[src/rtl/uart_rx_pkg.sv]
// -----------------------------------------------------------------------------
// uart_rx_pkg
// Shared definitions for the UART receive path, also used by the TX side:
// receiver state encoding, FIFO geometry, data width and the bit-period helper
// that turns the baudrate register encoding into a period in clk cycles.
// -----------------------------------------------------------------------------
package uart_rx_pkg;

    localparam int unsigned DATA_W     = 8;
    localparam int unsigned FIFO_DEPTH = 16;
    localparam int unsigned FIFO_AW    = 4;
    localparam int unsigned CNT_W      = 17;

    typedef enum logic [2:0] {
        ST_IDLE  = 3'd0,
        ST_START = 3'd1,
        ST_DATA  = 3'd2,
        ST_STOP  = 3'd3,
        ST_BREAK = 3'd4
    } rx_state_t;

    // Bit period T = baudrate + 2, widened to 17 bits so the sum never wraps.
    function automatic logic [CNT_W-1:0] bit_period(input logic [15:0] baud);
        return {1'b0, baud} + 17'd2;
    endfunction

endpackage

[src/rtl/uart_rx_fifo.sv]
// -----------------------------------------------------------------------------
// uart_rx_fifo
// 16 x 8 synchronous FIFO with a registered head.
// Ports:
//   clk, reset_n : clock, asynchronous active-low reset
//   push, wdata  : write strobe and byte (ignored when full)
//   pop          : remove head (ignored when empty)
//   rdata        : registered head byte, valid while empty = 0
//   empty        : registered empty flag
//   full         : FIFO holds FIFO_DEPTH entries
// -----------------------------------------------------------------------------
module uart_rx_fifo
    import uart_rx_pkg::*;
(
    input  logic              clk,
    input  logic              reset_n,
    input  logic              push,
    input  logic [DATA_W-1:0] wdata,
    input  logic              pop,
    output logic [DATA_W-1:0] rdata,
    output logic              empty,
    output logic              full
);

    localparam logic [FIFO_AW:0] FULL_COUNT = (FIFO_AW + 1)'(FIFO_DEPTH);

    logic [DATA_W-1:0]  mem_r [FIFO_DEPTH];
    logic [FIFO_AW-1:0] wr_ptr_r;
    logic [FIFO_AW-1:0] rd_ptr_r;
    logic [FIFO_AW:0]   count_r;
    logic [DATA_W-1:0]  rdata_r;
    logic               empty_r;

    logic               do_push_s;
    logic               do_pop_s;
    logic [FIFO_AW-1:0] rd_ptr_n_s;
    logic [FIFO_AW:0]   count_n_s;
    logic [DATA_W-1:0]  head_n_s;

    assign full      = (count_r == FULL_COUNT);
    assign do_push_s = push & ~full;
    assign do_pop_s  = pop & ~empty_r;

    // Next read pointer, occupancy and head byte.
    always_comb begin
        rd_ptr_n_s = rd_ptr_r;
        count_n_s  = count_r;
        head_n_s   = mem_r[rd_ptr_r];
        if (do_pop_s) begin
            rd_ptr_n_s = rd_ptr_r + {{(FIFO_AW-1){1'b0}}, 1'b1};
        end else begin
            rd_ptr_n_s = rd_ptr_r;
        end
        case ({do_push_s, do_pop_s})
            2'b10:   count_n_s = count_r + {{FIFO_AW{1'b0}}, 1'b1};
            2'b01:   count_n_s = count_r - {{FIFO_AW{1'b0}}, 1'b1};
            default: count_n_s = count_r;
        endcase
        // When the slot being written becomes the head, forward the write data
        // because the memory only holds it after this edge.
        if (do_push_s && (wr_ptr_r == rd_ptr_n_s)) begin
            head_n_s = wdata;
        end else begin
            head_n_s = mem_r[rd_ptr_n_s];
        end
    end

    // Storage array write port; contents need no reset.
    always_ff @(posedge clk) begin
        if (do_push_s) begin
            mem_r[wr_ptr_r] <= wdata;
        end
    end

    // Pointers, occupancy and registered head/empty outputs.
    always_ff @(posedge clk or negedge reset_n) begin
        if (!reset_n) begin
            wr_ptr_r <= {FIFO_AW{1'b0}};
            rd_ptr_r <= {FIFO_AW{1'b0}};
            count_r  <= {(FIFO_AW+1){1'b0}};
            rdata_r  <= {DATA_W{1'b0}};
            empty_r  <= 1'b1;
        end else begin
            if (do_push_s) begin
                wr_ptr_r <= wr_ptr_r + {{(FIFO_AW-1){1'b0}}, 1'b1};
            end
            rd_ptr_r <= rd_ptr_n_s;
            count_r  <= count_n_s;
            rdata_r  <= head_n_s;
            empty_r  <= (count_n_s == {(FIFO_AW+1){1'b0}});
        end
    end

    assign rdata = rdata_r;
    assign empty = empty_r;

endmodule

[src/rtl/uart_rx.sv]
// -----------------------------------------------------------------------------
// uart_rx
// 8N1 UART receiver, LSB first, feeding a 16-deep receive FIFO.
// Ports:
//   clk, reset_n  : system clock, asynchronous active-low reset
//   baudrate[15:0]: bit period encoding, T = baudrate + 2 clk (baudrate >= 2)
//   rx            : asynchronous serial input, idles high
//   rx_pop        : one-cycle pop of the FIFO head
//   rx_data[7:0]  : FIFO head byte, valid while rx_empty = 0
//   rx_empty      : FIFO empty
//   rx_overrun    : 1-cycle pulse, good byte dropped because the FIFO was full
//   rx_frame_err  : 1-cycle pulse, stop bit sampled low
// -----------------------------------------------------------------------------
module uart_rx
    import uart_rx_pkg::*;
(
    input  logic              clk,
    input  logic              reset_n,
    input  logic [15:0]       baudrate,
    input  logic              rx,
    input  logic              rx_pop,
    output logic [DATA_W-1:0] rx_data,
    output logic              rx_empty,
    output logic              rx_overrun,
    output logic              rx_frame_err
);

    logic [1:0]        sync_r;
    logic              rx_s;

    rx_state_t         state_r;
    logic [DATA_W-1:0] shift_r;
    logic [2:0]        bit_idx_r;
    logic [CNT_W-1:0]  wait_cnt_r;
    logic              overrun_r;
    logic              frame_err_r;

    logic [CNT_W-1:0]  period_s;
    logic [CNT_W-1:0]  period_m1_s;
    logic [CNT_W-1:0]  half_m1_s;
    logic              expired_s;
    logic              full_s;
    logic              push_s;

    // Two-flop synchroniser; resets to the idle (high) line level.
    always_ff @(posedge clk or negedge reset_n) begin
        if (!reset_n) begin
            sync_r <= 2'b11;
        end else begin
            sync_r <= {sync_r[0], rx};
        end
    end

    assign rx_s        = sync_r[1];
    assign period_s    = bit_period(baudrate);
    assign period_m1_s = period_s - 17'd1;
    assign half_m1_s   = (period_s >> 1) - 17'd1;
    assign expired_s   = (wait_cnt_r == 17'd0);

    // A good stop bit only reaches the FIFO when there is room for it.
    assign push_s = (state_r == ST_STOP) & expired_s & rx_s & ~full_s;

    // Receive FSM: start verify, mid-bit data sampling, stop check, break hold.
    always_ff @(posedge clk or negedge reset_n) begin
        if (!reset_n) begin
            state_r     <= ST_IDLE;
            shift_r     <= {DATA_W{1'b0}};
            bit_idx_r   <= 3'd0;
            wait_cnt_r  <= {CNT_W{1'b0}};
            overrun_r   <= 1'b0;
            frame_err_r <= 1'b0;
        end else begin
            overrun_r   <= 1'b0;
            frame_err_r <= 1'b0;
            // Saturating down-count; state branches below override on reload.
            if (!expired_s) begin
                wait_cnt_r <= wait_cnt_r - 17'd1;
            end else begin
                wait_cnt_r <= wait_cnt_r;
            end
            case (state_r)
                ST_IDLE: begin
                    if (!rx_s) begin
                        wait_cnt_r <= half_m1_s;
                        state_r    <= ST_START;
                    end
                end
                ST_START: begin
                    if (expired_s) begin
                        if (!rx_s) begin
                            wait_cnt_r <= period_m1_s;
                            bit_idx_r  <= 3'd0;
                            state_r    <= ST_DATA;
                        end else begin
                            state_r <= ST_IDLE;
                        end
                    end
                end
                ST_DATA: begin
                    if (expired_s) begin
                        shift_r[bit_idx_r] <= rx_s;
                        wait_cnt_r         <= period_m1_s;
                        bit_idx_r          <= bit_idx_r + 3'd1;
                        if (bit_idx_r == 3'd7) begin
                            state_r <= ST_STOP;
                        end
                    end
                end
                ST_STOP: begin
                    if (expired_s) begin
                        if (rx_s) begin
                            overrun_r <= full_s;
                            state_r   <= ST_IDLE;
                        end else begin
                            frame_err_r <= 1'b1;
                            state_r     <= ST_BREAK;
                        end
                    end
                end
                ST_BREAK: begin
                    // Hold off until the line returns high so a long low is
                    // not mistaken for a fresh start bit.
                    if (rx_s) begin
                        state_r <= ST_IDLE;
                    end
                end
                default: begin
                    state_r <= ST_IDLE;
                end
            endcase
        end
    end

    uart_rx_fifo u_fifo (
        .clk     (clk),
        .reset_n (reset_n),
        .push    (push_s),
        .wdata   (shift_r),
        .pop     (rx_pop),
        .rdata   (rx_data),
        .empty   (rx_empty),
        .full    (full_s)
    );

    assign rx_overrun   = overrun_r;
    assign rx_frame_err = frame_err_r;

endmodule

[config.mk]
export PLATFORM = sky130hd
export DESIGN_NAME = uart_rx
export DESIGN_NICKNAME = d
export VERILOG_FILES = /design/src/rtl/uart_rx_pkg.sv /design/src/rtl/uart_rx_fifo.sv /design/src/rtl/uart_rx.sv
export SDC_FILE = /design/constraint.sdc
export NUM_CORES = 1
export LEC_CHECK = 0
export BUFFER_PORTS_ARGS = -buffer_cell sky130_fd_sc_hd__buf_4
export CAP_MARGIN = 15
export CORE_UTILIZATION = 56
export DETAILED_ROUTE_END_ITERATION = 8
export PLACE_DENSITY = 0.83
export RECOVER_POWER = 25
export SETUP_SLACK_MARGIN = 0.15
export SKIP_CTS_REPAIR_TIMING = 1
export SLEW_MARGIN = 25
export SYNTH_ARGS = -nofsm -noshare
export SYNTH_HDL_FRONTEND = slang
export SYNTH_SLANG_ARGS = --single-unit
[constraint.sdc]
create_clock -name clk -period 3.8 [get_ports clk]
set_clock_uncertainty 0.05 [all_clocks]
set_input_delay 0.19 -clock clk [delete_from_list [all_inputs] [get_ports clk]]
set_output_delay 0.19 -clock clk [all_outputs]
set_load 0.1 [all_outputs]
**After elaboration in Yosys (flattened, before gate mapping)**

Memories as Yosys holds them, arrays and structs flattened. A register that Yosys moved wholly into a read port is not among the register bits.
Cells that the tools add are included.

- Register bits: 49
- Memory bits (writable): 128
- Bits of input ports: 20
- Output and inout bits: 11
- Word-level logic and storage cells: 86
- Memories kept: 1

- Add/subtract/negate cells: 9
- Magnitude comparators: 2
- Equal/unequal tests: 15
- Mux-type cells: 32
- Bitwise logic cells: 7
- Reductions and logical operators: 9

Memory list:

| memory | words | bits a word | read ports | clocked after memory_dff | wr ports | line | source |
|---|---|---|---|---|---|---|---|
| u_fifo.mem_r | 16 | 8 | 1 | 1 | 1 | uart_rx_fifo.sv:27 | `logic [DATA_W-1:0] mem_r [FIFO_DEPTH];` |

Operator list:

| operator | count |
|---|---|
| two-way mux 17 bit | 5 |
| case mux 17 bit (3 select lines) | 1 |
| subtractor 17 x 1 -> 17 bit (second input constant) | 2 |
| two-way mux 3 bit | 10 |
| adder 16 x 2 -> 17 bit (second input constant) | 1 |
| logical NOT 17 bit | 1 |
| subtractor 16 x 1 -> 17 bit (second input constant) | 1 |
| case mux 3 bit (5 select lines) | 1 |
| inequality test 2 bit (second input constant) | 7 |
| case mux 5 bit (2 select lines) | 1 |
| two-way mux 1 bit | 9 |
| adder 4 x 1 -> 4 bit (second input constant) | 2 |
| bitwise mux 8 bit | 1 |
| == test 3 x 2 -> 1 bit (second input constant) | 2 |
| == test 3 bit (second input constant) | 2 |
| case mux 3 bit (2 select lines) | 1 |
| AND reduction 6 bit | 1 |
| adder 5 x 1 -> 5 bit (second input constant) | 1 |
| AND 1 bit | 5 |
| == test 5 bit (second input constant) | 1 |
| logical NOT 5 bit | 1 |
| subtractor 5 x 1 -> 5 bit (second input constant) | 1 |
| less-than comparator 3 x 4 -> 1 bit (second input constant) | 1 |
| two-way mux 4 bit | 1 |
| other kinds (14) | 15 |

**Logic depth before layout (Yosys ltp)**

- Word-level depth: 8
- Mapped depth: 18
- Gate-level depth less buffers: 17

**Cells and area by module**

A second synthesis with hierarchy kept.

- Cells, all modules: 889
- Area, all modules: 9927.0 µm²

Modules (own cells, without submodules):

| module | instances | cells an instance | area an instance (µm²) | sequential area each (µm²) |
|---|---|---|---|---|
| uart_rx_fifo | 1 | 523 | 6857.8 | 4395.5 |
| uart_rx | 1 | 366 | 3069.2 | 878.3 |

**Worst setup path after synthesis**

Ideal clock, no wire load.

- Kind: flip-flop to flip-flop
- Start: reg wait_cnt_r[0]
- End: reg u_fifo.empty_r (netlist: u_fifo.empty)
- Setup time: 68 ps
- Arrival: 3667 ps
- Required time: 3682 ps
- Path slack: 16 ps
- Cell stages (with the launch flop): 19
- Path buffers: 1
- Clock period less this slack: 3784 ps
- Cell sequence: dfrtp_1 inv_1 ha_1 nor4b_4 nand3_4 nor4b_4 and4b_1 and3_1 buf_6 inv_1 ha_1 xor2_1 ha_1 a21oi_1 xnor2_1 nor2_1 xor2_1 or4_1 nor2_1

- Word-level cells in the longest chain between the ends: 8
- Elaborated cells on any way between the ends: 9
- Those cells by class: eq/ne: 2; mux: 1; bitwise: 4; reduce/logical: 2

Ends and longest elaborated chain:

| item | line | source |
|---|---|---|
| from (decl) | uart_rx.sv:34 | `logic [CNT_W-1:0] wait_cnt_r;` |
| from (signal assigned) | uart_rx.sv:69 | `wait_cnt_r <= {CNT_W{1'b0}};` |
| from (signal assigned) | uart_rx.sv:77 | `wait_cnt_r <= wait_cnt_r - 17'd1;` |
| from (signal assigned) | uart_rx.sv:79 | `wait_cnt_r <= wait_cnt_r;` |
| logical NOT 17 bit * | uart_rx.sv:58 | `assign expired_s = (wait_cnt_r == 17'd0);` |
| AND 1 bit * (3 in series) | uart_rx.sv:61 | `assign push_s = (state_r == ST_STOP) & expired_s & rx_s & ~full_s;` |
| AND 1 bit * | uart_rx_fifo.sv:41 | `assign do_push_s = push & ~full;` |
| == test 2 x 1 -> 1 bit / == test 2 bit (equally long branches) | uart_rx_fifo.sv:54 | `case ({do_push_s, do_pop_s})` |
| case mux 5 bit (2 select lines) * | uart_rx_fifo.sv:54 |  |
| net u_fifo.count_n_s[2] | uart_rx_fifo.sv:37 | `logic [FIFO_AW:0] count_n_s;` |
| logical NOT 5 bit * | uart_rx_fifo.sv:90 | `empty_r <= (count_n_s == {(FIFO_AW+1){1'b0}});` |
| to (signal assigned) | uart_rx_fifo.sv:90 |  |
| to (decl) | uart_rx_fifo.sv:32 | `logic empty_r;` |

The timed path passes the listed nets; every way through them passes the cells marked *.
A chain may end at the register's enable or synchronous reset.

**Final worst setup path**

Ends and elaborated chain as after synthesis.

==> results.cfg <==
[run]
drv_cap = 0

[logic_synthesis]
yosysTopAreaCell = edfxtp_1
syn_area_um2 = 9420
ys_seq_area_share_pct = 56.0
synth-edff-count = 128
ys.warnings.count = 0
syn_avg_cell_area_um2 = 11.4
syn-num-nets = 860
yosysMostFrequentCell = nand2_1
postSynth.asyncResetShare_pct = 30.8
yosysTopAreaCellShare_pct = 40.8
netlist_top_cells_count = nand2_1, edfxtp_1, dfrtp_1
ys_types = 71
synth_ff_type = edfxtp_1
synth.top_cells.by_area = edfxtp_1, dfrtp_1, nand2_1
synth_cells = 825
ys_ff_latch = 185

[route]
wire_per_inst_um = 17.7
drt_iter0_drc = 518
met3_length_um = 1010
routed_via_density = 5.86
routed-via-count = 6338
met2WireLength_um = 9510
drc_errors = 0
drtPass1Iterations = 5
routed.top_layer = met4
totalWireLength_um = 19200
ant_nets = 0
wl_met1_um = 8130

[clocking]
cts_tree = done
path_clk_slew_ns = 0.07
cts_buffer_depth = 2
clockRootBuffer = clkbuf_16
cts_inserted_buffers = 17
cts_htree_levels = 4
clk_latency_ns = 0.43
cts.sinks = 185

[critical_path]
critPathKind = flip-flop to flip-flop
crit_start = wait_cnt_r[0]$_DFF_PN0_
crit_chain = inv_2, ha_2, nor4b_4, nand3_4, nor4b_4, and4b_1, and3_4, inv_4, ha_4, xor2_1, ha_2, a21oi_2, xnor2_1, nor2_1, xor2_1, or4_1, nor2_1
required_ns = 4.12
reg2reg_to = u_fifo.empty$_DFF_PN1_
arrival_ns = 3.84
critPathBufInv = 2
cp_slowest_cell = or4_1
endpoint_kind = flip-flop
r2r_cells = 17
cp_max_fo = 5
cp.depth = 17
r2r_slack_ns = 0.27
start_kind = flip-flop
endpoint = u_fifo.empty$_DFF_PN1_
slowest_delay_ns = 0.47
reg2reg_from = wait_cnt_r[0]$_DFF_PN0_
cp_top_family = simple AND/OR/NAND/NOR gates

[sta]
fmax_mhz = 284
relSlewSlack_pct = 5.18
hold_viol_final = 0
slew_violations = 0
post-route-period-util_pct = 92.8
worstMarginPinSlew_ns = 1.42
period_minus_slack_ns = 3.53
tns_ns = 0
rsz0062_at_grt = true
setup_viol = 0

[worst_hold_path]
hold_class = input port to flip-flop

[cells_and_area]
stdcell_count = 1081
area_growth_syn_to_layout_pct = 11.7
fillers = 1205
antenna_cells = 0
drive_above_1_share_pct = 15.9
fin_util_pct = 63.7
design_area_um2 = 10500
final_nets = 883
multi_input_area_um2 = 3920
regArea_um2 = 5280

[power]
p_per_area_nw_per_um2 = 675
p_total_w = 0.00711
ir_worst_vdd_uv = 749
leakage_nw = 3.87

[die]
io_pins = 31
rows = 47
die_h_um = 132
core_um2 = 16500
die_w_um = 132
start_util_pct = 57.0
die-area_um2 = 17300

[placement]
placed_cell_area_um2 = 9850
post-dp-hpwl_um = 13000
routabilityCongestion = 0.856
io_buffers = 30
dp_cells = 1044

[grt]
overflow = 0
grt_pass1_vias = 6206
antenna_found_initial = 0
grtUsageTotal_pct = 23.1
grt_max_degree = 58
grt_pass1_wl_um = 31400

[run_status]
status = complete, no violations
==> registers in the layout (all words and copies together), names as in the netlist, 2 cells and up <==
signal and cells:
state_r 3, u_fifo.count_r 5, bit_idx_r 3, u_fifo.rdata 8, shift_r 8, u_fifo.wr_ptr_r 4, sync_r 2, u_fifo.rd_ptr_r 4
u_fifo.mem_r 128, wait_cnt_r 17
==> area by class of cell <==
| class | count | area share (%) |
|---|---|---|
| clock buffers | 17 | 4.04 |
| well taps | 220 | 2.62 |
| inverters | 16 | 0.618 |
| multi-input cells | 579 | 37.3 |
| repair buffers | 49 | 3.52 |
| clock inverters | 15 | 1.77 |
| flip-flops and latches | 185 | 50.1 |
==> cells by family after synthesis <==
logic type	Yosys count	synth area share, %
AND/OR/NAND/NOR	329	18.2
flip-flops	185	56.0
AO/OA/AOI/OAI	115	8.81
XOR/XNOR	71	6.60
buffers and inverters	61	2.90
multiplexers	49	5.49
adder cells (fa/ha/maj)	15	1.99
==> where the power goes <==
part           internal [W]  total [W]  switching [W]  leakage [nW]
logic               0.00107    0.00283        0.00176          1.96
clock network      0.000949    0.00179       0.000840         0.296
registers           0.00231    0.00248       0.000176          1.62
==> how the worst min path moves through the flow <==
stage | start | to | slack [ns] | depth (start not counted)
after global placement | reset_n | u_fifo.count_r[1]$_DFF_PN0_ | 0.24 | 1
after floorplan | reset_n | bit_idx_r[0]$_DFFE_PN0P_ | -0.16 | 0
final | baudrate[3] | wait_cnt_r[2]$_DFF_PN0_ | 0.06 | 2
after CTS | reset_n | rx_frame_err$_DFF_PN0_ | -0.21 | 1
after detailed placement | rx | sync_r[0]$_DFF_PN1_ | 0.25 | 1
after global routing | baudrate[3] | wait_cnt_r[2]$_DFF_PN0_ | 0.07 | 2
==> cell usage in the layout (no fill, tap or decap), types with 25 or more instances in the layout <==
cell type	count
nor3_1	25
edfxtp_1	128
dfrtp_1	53
nand3_1	28
nor2_1	47
mux2i_1	30
xor2_1	30
xnor2_1	40
buf_4	45
nand2_1	132
==> metrics by stage <==
stage | hold slack (ns) | worst slack, ns
6_report | 0.0626 | 0.275
3_5_place_dp | 0.250 | 0.138
5_1_grt | 0.0727 | 0.0729
2_1_floorplan | -0.156 | 0.122
3_3_place_gp | 0.242 | 0.222
4_1_cts | -0.210 | 0.133
==> metal layers <==
| layer | vias up | GRT usage (%) |
|---|---|---|
| met3 | 36 | 4.17 |
| met5 | - | 0 |
| met4 | 0 | 8.98 |
| li1 | 3062 | - |
| met2 | 221 | 38.9 |
| met1 | 3019 | 29.8 |
(Power assumes the default switching activity.)
